**src/rtl/signed_seq_div.sv**
```systemverilog
// Signed sequential divider: restoring shift/subtract on operand magnitudes,
// one quotient bit per clock, followed by a single sign-fixup cycle.
module signed_seq_div #(
    parameter int unsigned WIDTH = 16
) (
    input  logic             clk,
    input  logic             rst_n,
    input  logic             start,
    input  logic [WIDTH-1:0] dividend,
    input  logic [WIDTH-1:0] divisor,
    output logic             busy,
    output logic             done,
    output logic [WIDTH-1:0] quotient,
    output logic [WIDTH-1:0] remainder,
    output logic             div_by_zero,
    output logic             overflow
);

    localparam int unsigned CW = $clog2(WIDTH + 1);

    localparam logic [1:0] IDLE = 2'd0;
    localparam logic [1:0] ITER = 2'd1;
    localparam logic [1:0] FIX  = 2'd2;
    localparam logic [1:0] DONE = 2'd3;

    localparam logic [WIDTH-1:0] ONE      = {{(WIDTH-1){1'b0}}, 1'b1};
    localparam logic [WIDTH-1:0] MOST_NEG = {1'b1, {(WIDTH-1){1'b0}}};

    logic [1:0]       state_q, state_d;
    logic [CW-1:0]    cnt_q, cnt_d;
    logic [WIDTH-1:0] a_q, a_d;
    logic [WIDTH-1:0] q_q, q_d;
    logic [WIDTH-1:0] m_q, m_d;
    logic             neg_dd_q, neg_dd_d;
    logic             neg_dv_q, neg_dv_d;
    logic [WIDTH-1:0] quotient_q, quotient_d;
    logic [WIDTH-1:0] remainder_q, remainder_d;
    logic             dz_q, dz_d;
    logic             ovf_q, ovf_d;
    logic [WIDTH:0]   trial;

    // Unsigned magnitude; the most-negative value maps to 2^(WIDTH-1) exactly.
    function automatic logic [WIDTH-1:0] mag(input logic [WIDTH-1:0] x);
        return x[WIDTH-1] ? (~x + ONE) : x;
    endfunction

    // A < M <= 2^(WIDTH-1), so the shifted partial remainder always fits.
    assign trial = {a_q, q_q[WIDTH-1]} - {1'b0, m_q};

    always_comb begin
        state_d     = state_q;
        cnt_d       = cnt_q;
        a_d         = a_q;
        q_d         = q_q;
        m_d         = m_q;
        neg_dd_d    = neg_dd_q;
        neg_dv_d    = neg_dv_q;
        quotient_d  = quotient_q;
        remainder_d = remainder_q;
        dz_d        = dz_q;
        ovf_d       = ovf_q;
        case (state_q)
            IDLE: begin
                if (start) begin
                    a_d      = '0;
                    q_d      = mag(dividend);
                    m_d      = mag(divisor);
                    neg_dd_d = dividend[WIDTH-1];
                    neg_dv_d = divisor[WIDTH-1];
                    cnt_d    = CW'(WIDTH);
                    dz_d     = 1'b0;
                    ovf_d    = 1'b0;
                    state_d  = ITER;
                end
            end
            ITER: begin
                if (m_q == '0) begin
                    // Q still holds |dividend|; re-signing it restores the dividend.
                    quotient_d  = '1;
                    remainder_d = neg_dd_q ? (~q_q + ONE) : q_q;
                    dz_d        = 1'b1;
                    state_d     = DONE;
                end else begin
                    a_d   = trial[WIDTH] ? {a_q[WIDTH-2:0], q_q[WIDTH-1]} : trial[WIDTH-1:0];
                    q_d   = {q_q[WIDTH-2:0], ~trial[WIDTH]};
                    cnt_d = cnt_q - 1'b1;
                    if (cnt_q == CW'(1)) begin
                        state_d = FIX;
                    end
                end
            end
            FIX: begin
                quotient_d  = (neg_dd_q ^ neg_dv_q) ? (~q_q + ONE) : q_q;
                remainder_d = neg_dd_q ? (~a_q + ONE) : a_q;
                ovf_d       = neg_dd_q & neg_dv_q & (m_q == ONE) & (q_q == MOST_NEG);
                state_d     = DONE;
            end
            DONE: begin
                state_d = IDLE;
            end
            default: begin
                state_d = IDLE;
            end
        endcase
    end

    always_ff @(posedge clk or negedge rst_n) begin
        if (!rst_n) begin
            state_q     <= IDLE;
            cnt_q       <= '0;
            a_q         <= '0;
            q_q         <= '0;
            m_q         <= '0;
            neg_dd_q    <= 1'b0;
            neg_dv_q    <= 1'b0;
            quotient_q  <= '0;
            remainder_q <= '0;
            dz_q        <= 1'b0;
            ovf_q       <= 1'b0;
        end else begin
            state_q     <= state_d;
            cnt_q       <= cnt_d;
            a_q         <= a_d;
            q_q         <= q_d;
            m_q         <= m_d;
            neg_dd_q    <= neg_dd_d;
            neg_dv_q    <= neg_dv_d;
            quotient_q  <= quotient_d;
            remainder_q <= remainder_d;
            dz_q        <= dz_d;
            ovf_q       <= ovf_d;
        end
    end

    assign busy        = (state_q == ITER) || (state_q == FIX);
    assign done        = (state_q == DONE);
    assign quotient    = quotient_q;
    assign remainder   = remainder_q;
    assign div_by_zero = dz_q;
    assign overflow    = ovf_q;

endmodule
```
**config.mk**
```make
export PLATFORM = sky130hd
export DESIGN_NAME = signed_seq_div
export DESIGN_NICKNAME = d
export VERILOG_FILES = /design/src/rtl/signed_seq_div.sv
export SDC_FILE = /design/constraint.sdc
export NUM_CORES = 1
export LEC_CHECK = 0
export ABC_AREA = 1
export CORE_UTILIZATION = 55
export CTS_CLUSTER_DIAMETER = 120
export DETAILED_ROUTE_END_ITERATION = 12
export GPL_ROUTABILITY_DRIVEN = 0
export PLACE_DENSITY = 0.74
export RECOVER_POWER = 50
export SLEW_MARGIN = 20
export SYNTH_ARGS = -nofsm -noshare
export SYNTH_HDL_FRONTEND = slang
export SYNTH_SLANG_ARGS = --single-unit
```
**constraint.sdc**
```tcl
create_clock -name clk -period 4.7 [get_ports clk]
set_clock_uncertainty 0.1 [all_clocks]
set_input_delay 1.41 -clock clk [delete_from_list [all_inputs] [get_ports clk]]
set_output_delay 1.41 -clock clk [all_outputs]
set_load 0.02 [all_outputs]
```
# Yosys cells after proc, flatten, opt, wreduce, memory -nomap -nowiden
# Index checks and enable logic that the tools add are counted.
[word_totals]
reg_bits = 91
out_inout_bits = 36
input_bits = 35
wordCells = 75
[op_classes]
addsub = 6
n_bitwise = 9
n_reduce_logical = 12
eq_ne = 10
muxes = 27
[ops]
columns = ["operator", "n"]
rows = [
  ["$mux W16", 12],
  ["$pmux W16 S2", 4],
  ["$add A16 B1 Y16 const B", 4],
  ["$not A16 Y16", 4],
  ["$sub A17 B16 Y17", 1],
  ["$eq A16 B1 Y1 const B", 1],
  ["$eq A16 B16 Y1 const B", 1],
  ["$logic_not A16 Y1", 1],
  ["$mux W5", 2],
  ["$pmux W5 S2", 1],
  ["$pmux W2 S4", 1],
  ["$reduce_and A2 Y1", 4],
  ["$mux W2", 3],
  ["$ne A2 B2 Y1 const B", 3],
  ["$reduce_and A3 Y1", 2],
  ["$reduce_bool A2 Y1", 3],
  ["$eq A5 B1 Y1 const B", 1],
  ["$sub A5 B1 Y5 const B", 1],
  ["$eq A2 B2 Y1 const B", 2],
  ["$pmux W1 S2", 2],
  ["$and A1 B1 Y1", 3],
  ["$ne A3 B3 Y1 const B", 1],
  ["$eq A2 B1 Y1 const B", 1],
  ["$logic_not A2 Y1", 1],
  ["other kinds (4)", 5],
]

# Logic depth before layout (Yosys ltp)
# Gate-level depths: netlist of the first run.
[depth]
word_depth = 5
mapped_depth = 16
depth_no_buf = 15

# Least setup slack after synthesis of the first run
# Ideal clock, no wire load.
[synth_timing]
path_type = "in2reg"
start = "input dividend[1]"
end = "register q_q[10]"
path_buffers = 0
setup_time_ps = 116
t_arrival_ps = 2456
required_ps = 4484
path_stages = 10
path_slack_ps = 2028
cell_sequence = "inv_1 > ha_1 > nand3_1 > o21ai_1 > nand2_1 > nor2_1 > xor2_1 > nand2_1 > nand2_1 > nand2_1"
[synth_between]
elab_chain_cells = 5
[synth_rtl]
columns = ["item", "line", "rtl"]
rows = [
  ["start: declaration", "9", "input logic [WIDTH-1:0] dividend,"],
  ["$not A16 Y16", "44", "return x[WIDTH-1] ? (~x + ONE) : x;"],
  ["$add A16 B1 Y16", "44", ""],
  ["$mux W16", "44", ""],
  ["$mux W16", "64", "if (start) begin"],
  ["$pmux W16 S2", "62", "case (state_q)"],
  ["end signal: assignment", "124", "q_q <= q_d;"],
  ["end: declaration", "32", "logic [WIDTH-1:0] q_q, q_d;"],
]
# Every way passes these cells. The select of a mux whose other input is x is not followed.
# A chain may end at the register's enable or synchronous reset.

# Worst setup path after layout of the first run
[layout_timing]
start = "register state_q[0]"
end = "register remainder_q[6], in the netlist remainder[6]"
[layout_between]
elab_chain_cells = 3
elab_cells_between_ends = 6
classes_between = "eq/ne (3); mux (1); reduce/logical (2)"
[layout_rtl]
columns = ["item", "line", "rtl"]
rows = [
  ["start: declaration", "29", "logic [1:0] state_q, state_d;"],
  ["start signal: assignment", "121", "state_q <= state_d;"],
  ["$eq A2 B1 Y1 / $eq A2 B2 Y1 (equally long branches)", "62", ""],
  ["$ne A2 B2 Y1 (no line) / $reduce_bool A2 Y1 (equally long branches)", "--", ""],
  ["$reduce_and A2 Y1 (no line)", "--", ""],
  ["end signal: assignment", "129", "remainder_q <= remainder_d;"],
  ["end: declaration", "37", "logic [WIDTH-1:0] remainder_q, remainder_d;"],
]
# Several ways; a longest one is shown, not always the timed one.

==> results of run 1 <==
## flip-flops by register name, summed over array words and instances, names as in the netlist
name and count:
neg_dv_q 1, a_q 16, remainder 16, quotient 16, neg_dd_q 1, q_q 16
m_q 16, overflow 1, state_q 2, div_by_zero 1, cnt_q 5
## Yosys cell counts (2+ instances only)
library cell,n,share of area [%]
nand2_1,319,17
inv_1,128,6.8
nand3_1,120,8.6
nor2_1,96,5.1
dfrtp_1,91,32
a21oi_1,76,5.4
o21ai_0,62,4.4
ha_1,28,5.0
xor2_1,23,2.9
clkbuf_1,18,0.96
nand4_1,14,1.2
buf_2,13,0.93
a31oi_1,12,1.1
nor3_1,8,0.57
o21ai_1,6,0.43
nand2_2,5,0.45
xnor2_1,5,0.62
nand3b_1,4,0.43
o211ai_1,4,0.43
and2_1,3,0.27
buf_4,3,0.32
nand2_4,3,0.48
o31ai_1,3,0.32
a21oi_2,2,0.25
clkinv_1,2,0.11
inv_2,2,0.11
nor2_2,2,0.18
nor3_2,2,0.29
o221ai_1,2,0.25
o22ai_1,2,0.18
or2_2,2,0.18
## power by group through the flow
| stage | Clock [uW] | Sequential [uW] | Combinational [uW] |
|---|---|---|---|
| floorplan | 0 | 1540 | 2960 |
| global placement | 0 | 1520 | 3990 |
| detailed placement | 0 | 1520 | 4060 |
| CTS | 725 | 1510 | 4080 |
| global route | 764 | 1560 | 4650 |
| finish | 723 | 1520 | 4100 |
## worst max-delay path by stage
stage / from / endpoint / slack, ns / cells past startpoint
global route: state_q[0] / remainder[4] / 0.49 / 8
finish: state_q[0] / remainder[6] / 0.93 / 7
CTS: start / q_q[6] / 1.14 / 7
detailed placement: start / q_q[6] / 0.77 / 7
floorplan: dividend[1] / q_q[10] / 2.03 / 10
global placement: start / q_q[3] / 0.85 / 7
## critical path: stages, from the launching register on
cell and delay, ns:
dfrtp_1 0.42, inv_1 0.13, ha_1 0.17, clkbuf_2 0.55, inv_1 0.43, o21ai_0 0.25, clkbuf_1 1.29, a31oi_1 0.21
## area by class of cell
| class | count | area share [%] |
|---|---|---|
| clock buffer | 12 | 2.939 |
| tap | 168 | 2.613 |
| clock inverter | 4 | 0.6376 |
| sequential | 91 | 28.30 |
| inverter | 132 | 6.159 |
| multi-input combinational | 815 | 50.39 |
| timing repair buffer | 75 | 8.958 |
## logic make-up (layout without fill, tap and decap cells)
kind of cell / after synthesis / after routing / share of synthesized area [%]
and+or+nand+nor: 582 / 582 / 35.37
AOI/OAI and AO/OA: 176 / 176 / 13.70
buffers and inverters: 169 / 223 / 9.702
DFF: 91 / 91 / 32.46
adders and majority gates: 29 / 29 / 5.279
xor gates and xnor gates: 28 / 28 / 3.496
## layout by cell type (no fill, tap or decap), types with 3 or more instances in the layout
| master | synthesis | routed |
|---|---|---|
| nor2_1 | 96 | 96 |
| a21oi_1 | 76 | 76 |
| xor2_1 | 23 | 23 |
| nor3_1 | 8 | 8 |
| o21ai_1 | 6 | 6 |
| inv_1 | 128 | 128 |
| and2_1 | 3 | 3 |
| nand2_4 | 3 | 3 |
| xnor2_1 | 5 | 5 |
| o211ai_1 | 4 | 4 |
| clkbuf_1 | 18 | 5 |
| clkdlybuf4s50_1 | 0 | 66 |
| a31oi_1 | 12 | 12 |
| clkbuf_2 | 0 | 3 |
| nand4_1 | 14 | 14 |
| nand3b_1 | 4 | 4 |
| ha_1 | 28 | 28 |
| nand2_2 | 5 | 5 |
| o31ai_1 | 3 | 3 |
| nand3_1 | 120 | 120 |
| nand2_1 | 319 | 319 |
| o21ai_0 | 62 | 63 |
| clkbuf_16 | 0 | 9 |
| dfrtp_1 | 91 | 91 |
| dlygate4sd3_1 | 0 | 3 |
## metal layers
layer,GRT usage [%],vias to the layer above,wire (um),part of all wire [%]
met3,5.324,27,1013,5.4
met4,8.052,0,289,1.6
met1,44.91,3232,9327,50
met5,0,-,0,0
met2,46.63,229,7976,43
li1,-,3600,-,-
## metrics by stage
step                      cell area [sq um]  total power, uW  cells  hold slack, ns  utilization [%]
after global routing                   8045             6979   1297          0.3980            65.88
after global placement                 7776             5514   1281          0.3603            63.68
after CTS                              8064             6318   1297          0.3740            66.03
after floorplan                        7015             4502   1075          0.3491                -
after detailed placement               7776             5584   1281          0.3595            63.68
final                                  8045             6342   1297          0.3739            65.88
==> impl_metrics.tcl, run 1 <==
set metrics [dict create \
    ios 71 \
    grt_max_degree 45 \
    ant_nets 0 \
    cts-hold-fix-buffers 0 \
    synthFlopType "dfrtp_1" \
    clockPowerShare_pct 11.4 \
    initial_core_util_pct 57.45 \
    clkSinkCount 91 \
    numPortBuffers 70 \
    firstDrtPassIters 5 \
    setup_ws_ns 0.9295 \
    hold_viol 0 \
    status "complete, but fails checks" \
    numCtsBuffers 9 \
    dpl_worst_slack_ns 0.7722 \
    hp-start "quotient[2]" \
    worstRegToRegCells 7 \
    grt_pass1_wl_um 31620 \
    wire_per_inst_um 14.35 \
    slew_headroom_pct -56.78 \
    start_kind "flop" \
    dp_hpwl_um 14300 \
    drt-total-wl_um 18610 \
    drt_first_iter_violations 538 \
    timing.rr.end "remainder[6]" \
    finalCriticalPeriod_ns 3.771 \
    synth.avg_cell_area_sq_um 6.526 \
    multi_input_area_sq_mm 0.004054 \
    num_vias 7088 \
    area_growth_pct 14.68 \
    layout-drive-gt1-share_pct 3.277 \
    regArea_sq_mm 0.002277 \
    crit_arrival_ns 3.83 \
    syn_nets 1139 \
    internal_power_uw 2992 \
    core_sq_mm 0.01221 \
    violations "max-capacitance violations, max-slew violations" \
    grt_setup_unrepaired "false" \
    drv_cap 2 \
    fin_setup_tns_ns 0 \
    antennaDiodeCount 0 \
    via_per_inst 5.465 \
    antenna_found_initial 0 \
    fp.dieArea_sq_mm 0.01321 \
    timing_worst_slew_pin_value_ns 2.352 \
    clkTransAtPathRegs_ns 0.07 \
    required_ns 4.76 \
    grt-ovfl-total 0 \
    netSwitchingPower_uw 3350 \
    rrSetupSlack_ns 0.93 \
    swShare_pct 52.82 \
    fin_crit_sh_pct 80.22 \
    hp-class "reg2reg" \
    clock-root-buffer "clkbuf_16" \
    r2r-start "state_q[0]" \
    synth_cells 1075 \
    post_cts_buffers 0 \
    fmax_mhz 265.2 \
    grt_pass1_vias 6529 \
    min_to "quotient[2]" \
    yosys_warnings 0 \
    post_cts_resized 0 \
    crit_type "reg2reg" \
    peakVddDrop_uv 619.0 \
    slew_violations 89 \
    power_frac_comb_pct 64.6 \
    leakagePower_uw 0.004034 \
    crit_path_end_kind "flop" \
    cts_tree "done" \
    fill_cells 1206 \
    synth_cell_types 46 \
    clk_latency_ns 0.35 \
    cts_max_level 3 \
    die_w_um 114.9 \
    clock_path_buffers 2 \
    ys_ff_latch 91 \
    syn-cell-area_sq_mm 0.007015 \
    gr-usage-all-layers_pct 30.62 \
    die_h_um 114.9 \
    power.density_mw_per_mm2 788.2 \
    synthArstFlopShare_pct 100.0 \
    hold_depth 2 \
    worstPathMaxFanout 44 \
    setup_viol 0 \
    p_seq_share_pct 24.0 \
    nets 1188 \
    ys_seq_area_share_pct 32.46 \
    synth-edff-count 0 \
    drc 0 \
    placementRows 40 \
]
Power figures use the tool's default switching activity.
==> run 2, diff against run 1 <==
==> constraint.sdc (replaced) <==
create_clock -name clk -period 3.8 [get_ports clk]
set_clock_uncertainty 0.1 [all_clocks]
set_input_delay 1.14 -clock clk [delete_from_list [all_inputs] [get_ports clk]]
set_output_delay 1.14 -clock clk [all_outputs]
set_load 0.02 [all_outputs]
==> run 2 against run 1 <==
Hold slack gained 0.0086 ns. The flow now finishes without violations. Routed wire length is 3.3% higher. First-iteration DRC count grew 39%. Power increased by 26%. Setup slack got worse by 0.34 ns. Critical endpoint is now q_q[5]. Flip-flop and latch count did not move. Via count down 0.17%. Final cell count up 0.39%.
==> impl_metrics.tcl, run 2 (synthesis gave the netlist of run 1 again) <==
set metrics [dict create \
    nets 1194 \
    top_layer "met4" \
    placementRows 40 \
    mostFrequentLayoutCells "nand2_1, inv_1, nand3_1" \
    die_h_um 114.9 \
    fp.dieArea_sq_mm 0.01321 \
    gr-usage-all-layers_pct 30.96 \
    drt_first_iter_violations 750 \
    crit_path_end_kind "flop" \
    hp-class "reg2reg" \
    total_power_uw 7969 \
    power.density_mw_per_mm2 981.7 \
    core_sq_mm 0.01221 \
    layout-drive-gt1-share_pct 3.968 \
    dp_hpwl_um 14540 \
    grt_max_degree 50 \
    clk_latency_ns 0.36 \
    cts_tree "done" \
    drt-met1-wl_um 9077 \
    clkSinkCount 91 \
    via_per_inst 5.435 \
    initial_core_util_pct 57.45 \
    firstDrtPassIters 5 \
    drc 0 \
    ant_nets 0 \
    crit_arrival_ns 3.33 \
    slew_headroom_pct 14.85 \
    numCtsBuffers 9 \
    grt_setup_unrepaired "false" \
    leakagePower_uw 0.004075 \
    area_growth_pct 15.71 \
    slew_violations 0 \
    post_cts_resized 0 \
    setup_viol 0 \
    clock-root-buffer "clkbuf_16" \
    drv_cap 0 \
    start_kind "input port" \
    wl_met3_um 1374 \
    grt-ovfl-total 0 \
    numPortBuffers 70 \
    die_w_um 114.9 \
    post_cts_buffers 0 \
    antennaDiodeCount 0 \
    hold_viol 0 \
    worstPathMaxFanout 30 \
    cts_max_level 3 \
    status "complete, no violations" \
    fin_crit_sh_pct 84.40 \
    clkTransAtPathRegs_ns 0.06 \
    grt_pass1_wl_um 31760 \
    clock_path_buffers 2 \
    grt_pass1_vias 6394 \
    fin_setup_tns_ns 0 \
    wire_per_inst_um 14.76 \
    layout_commonest_cell "nand2_1" \
    required_ns 3.92 \
    drt-total-wl_um 19220 \
    timing_worst_slew_pin_value_ns 1.277 \
    wl_met2_um 8377 \
    ios 71 \
    antenna_found_initial 0 \
    num_vias 7076 \
    fmax_mhz 311.8 \
    cts-hold-fix-buffers 0 \
    peakVddDrop_uv 602.2 \
    finalCriticalPeriod_ns 3.207 \
    crit_type "in2reg" \
]
## run 2: cell count changes in the layout (fill, tap and decap cells not counted), sizes merged
| cell | previous run | this run |
|---|---|---|
| clkdlybuf4s50 | 66 | 69 |
| buf | 1 | 9 |
| clkbuf | 17 | 14 |
| dlygate4sd3 | 3 | 0 |
## run 2: cell type report
cell class / instances / area [sq um]
clock buffer: 11 / 242.7
fill: 1164 / 4094
clock inverter: 4 / 51.30
sequential: 91 / 2277
inverter: 132 / 495.5
timing repair buffer: 81 / 783.3
multi-input combinational: 815 / 4058
tap: 168 / 210.2
## run 2: final timing paths
check,start,end,slack (ns),cells past startpoint
setup / recovery,start,q_q[5],0.59,9
hold / removal,m_q[5],m_q[5],0.38,2
setup reg to reg,state_q[0],q_q[5],1.01,10
hold reg to reg,m_q[5],m_q[5],0.38,2
max in group asynchronous,rst_n,quotient[14],1.33,2
min in group asynchronous,rst_n,a_q[12],0.95,1
## run 2: per-layer routing
metal / vias up / GRT usage (%)
met1: 3171 / 45.46
met3: 34 / 5.113
met2: 265 / 46.71
li1: 3606 / -
met4: 0 / 9.351
met5: - / 0
## run 2: per-stage QoR
step	area, sq um	util, %	setup slack (ns)	hold slack [ns]	instances
CTS	8128	66.56	0.7474	0.3905	1302
global placement	7834	64.15	0.8749	0.3593	1287
detailed placement	7834	64.15	0.8293	0.3746	1287
floorplan	7015	-	1.398	0.3491	1075
finish	8118	66.48	0.5927	0.3825	1302
global route	8118	66.48	0.3935	0.4050	1302
## run 2: power breakdown
group          internal (uW)  leakage [uW]  total, uW  switching [uW]
Clock                    525      0.000142        917             393
Combinational           1810       0.00283       5190            3380
Sequential              1420       0.00110       1860             437
## run 2: critical path, cell delays in order
cell and delay [ns]:
clkdlybuf4s50_1 0.42, nand2_1 0.06, clkbuf_1 0.66, o21ai_0 0.30, nand2_2 0.19, buf_4 0.32
a21oi_1 0.08, nand2_1 0.07, o21ai_0 0.08
==> run 3, diff against run 2 <==
--- a/config.mk
+++ b/config.mk
@@ -6,11 +6,11 @@
 export NUM_CORES = 1
 export LEC_CHECK = 0
 export ABC_AREA = 1
-export CORE_UTILIZATION = 55
+export CORE_UTILIZATION = 53
 export CTS_CLUSTER_DIAMETER = 120
 export DETAILED_ROUTE_END_ITERATION = 12
 export GPL_ROUTABILITY_DRIVEN = 0
-export PLACE_DENSITY = 0.74
+export PLACE_DENSITY = 0.75
 export RECOVER_POWER = 50
 export SLEW_MARGIN = 20
 export SYNTH_ARGS = -nofsm -noshare
==> constraint.sdc (replaced) <==
create_clock -name clk -period 2.65 [get_ports clk]
set_clock_uncertainty 0.1 [all_clocks]
set_input_delay 0.795 -clock clk [delete_from_list [all_inputs] [get_ports clk]]
set_output_delay 0.795 -clock clk [all_outputs]
set_load 0.02 [all_outputs]
==> run 3 against run 2 <==
Critical path depth increased by 5. Clock-buffer cell count shrank 1. Final cell count increased by 1.1%. Cell area grew 0.99%.
==> impl_metrics.tcl, run 3 (synthesis gave the netlist of run 1 again) <==
set metrics [dict create \
    core_sq_mm 0.01277 \
    via_per_inst 5.475 \
    setup_viol 0 \
    status "complete, no violations" \
    grt-ovfl-total 0 \
    min_to "quotient[2]" \
    ant_nets 0 \
    worstPathMaxFanout 14 \
    drt-total-wl_um 18730 \
    leakagePower_uw 0.004132 \
    clkSinkCount 91 \
    clockPowerShare_pct 11.8 \
    crit_path_end_kind "flop" \
    grt_max_degree 92 \
    die_h_um 117.1 \
    slew_violations 0 \
    critPathLaunch "m_q[0]" \
    netSwitchingPower_uw 6018 \
    crit_top_cell "nand2_1" \
    nets 1203 \
    wire_per_inst_um 14.23 \
    firstDrtPassIters 6 \
    clock_path_buffers 2 \
    num_vias 7205 \
    cp_slowest_stage_delay_ns 0.42 \
    power.density_mw_per_mm2 1399 \
    die_w_um 117.1 \
    crit_slowest_cell "dfrtp_1" \
    crit_type "reg2reg" \
    dp_hpwl_um 14130 \
    layout_commonest_cell "nand2_1" \
    finalCriticalPeriod_ns 2.437 \
    drt_first_iter_violations 726 \
    initial_core_util_pct 54.92 \
    antenna_found_initial 0 \
    timing.rr.end "a_q[13]" \
    cp_top_family "simple AND/OR/NAND/NOR gates" \
    fin_crit_sh_pct 91.96 \
    fp.dieArea_sq_mm 0.01370 \
    power_frac_comb_pct 65.2 \
    crit_buf_inv 1 \
    hold_viol 0 \
    start_kind "flop" \
    drc 0 \
    grt_pass1_vias 6307 \
    fmax_mhz 410.4 \
    fin_area_sq_mm 0.008198 \
    mostFrequentLayoutCells "nand2_1, inv_1, nand3_1" \
    grt_pass1_wl_um 30690 \
    placementRows 41 \
    grt_setup_unrepaired "false" \
    gr-usage-all-layers_pct 29.10 \
    clock-root-buffer "clkbuf_16" \
    peakVddDrop_uv 741.2 \
    hold_depth 2 \
    ios 71 \
    hp-class "reg2reg" \
    crit_arrival_ns 2.58 \
    slew_headroom_pct 14.43 \
    area_growth_pct 16.85 \
    r2r-start "m_q[0]" \
    antennaDiodeCount 0 \
    drv_cap 0 \
    internal_power_uw 5452 \
    swShare_pct 52.47 \
    place_area_sq_mm 0.007906 \
    layoutNonFillerInstCount 1316 \
    cts_tree "done" \
    clk_latency_ns 0.36 \
    cp_cell_sequence "ha_1, fa_1, inv_1, nand2_1, nand2_1, nand3_1, nand2_2, nand2_2, nand2_4, nand2_4, nand2_4, nand2_1, nand3_1, nand2_1" \
    total_power_uw 11470 \
    place_inst 1300 \
    layout-drive-gt1-share_pct 4.983 \
    cts_max_level 3 \
    timing_worst_slew_pin_value_ns 1.284 \
    p_seq_share_pct 23.0 \
    clkTransAtPathRegs_ns 0.07 \
    numPortBuffers 70 \
    rrSetupSlack_ns 0.21 \
    fin_setup_tns_ns 0 \
    utilization_pct 64.18 \
    hp-start "quotient[2]" \
    numCtsBuffers 9 \
    required_ns 2.79 \
    worstRegToRegCells 14 \
]
-- run 3: changes by cell type in the layout (fill, tap and decap cells not counted), sizes merged --
| cell | change |
|---|---|
| inv | +3 |
| dlygate4sd2 | +1 |
| clkdlybuf4s50 | -3 |
| dlygate4sd3 | +2 |
| buf | +9 |
| clkinvlp | -1 |
| clkbuf | -1 |
-- run 3: metal layers --
layer	GRT usage (%)	up-vias	wire [um]
met1	42.98	3286	9138
met5	0	-	0
met2	43.75	270	8008
met3	4.428	28	1232
li1	-	3621	-
met4	9.030	0	346
-- run 3: per-stage QoR --
step | worst slack [ns] | hold WS (ns)
final | 0.2131 | 0.3791
after global routing | 0.008500 | 0.4044
after CTS | 0.2000 | 0.3841
after detailed placement | 0.02511 | 0.3670
after global placement | 0.07894 | 0.3691
after floorplan | 0.4421 | 0.3491
-- run 3: power by group through the flow --
stage | clock network, uW | registers (uW) | logic (uW)
floorplan | 0 | 2730 | 5260
detailed placement | 0 | 2640 | 7390
CTS | 1360 | 2620 | 7430
finish | 1350 | 2640 | 7480
global placement | 0 | 2630 | 7300
global route | 1410 | 2710 | 8440
-- run 3: worst reg2reg max path, cell delays in order (launching register included) --
cell and delay, ns:
dfrtp_1 0.42, ha_1 0.23, fa_1 0.41, inv_1 0.12, nand2_1 0.06, nand2_1 0.08
nand3_1 0.09, nand2_2 0.12, nand2_2 0.11, nand2_4 0.09, nand2_4 0.11, nand2_4 0.19
nand2_1 0.07, nand3_1 0.07, nand2_1 0.05
-- run 3: worst max path at each step --
| stage | end | slack (ns) | cells past startpoint |
|---|---|---|---|
| global placement | q_q[10] | 0.08 | 11 |
| floorplan | a_q[8] | 0.44 | 16 |
| detailed placement | q_q[12] | 0.03 | 12 |
| global route | a_q[6] | 0.008 | 14 |
| finish | a_q[13] | 0.21 | 14 |
| CTS | done | 0.20 | 2 |
-- run 3: final cells by class --
class                      instances  area, sq um
tap                              172        215.2
clock inverter                     6        70.07
sequential                        91         2277
multi-input combinational        815         4058
fill                            1162         4576
clock buffer                      10        239.0
inverter                         132        495.5
timing repair buffer              90        843.3
-- run 3: timing repair --
action | in CTS | in global routing
endpoints found under the setup margin | 1 | 0
hold buffers | 0 | 0
resized for setup | 1 | 0
setup buffers | 0 | 0
endpoints found under the hold margin | 0 | 0
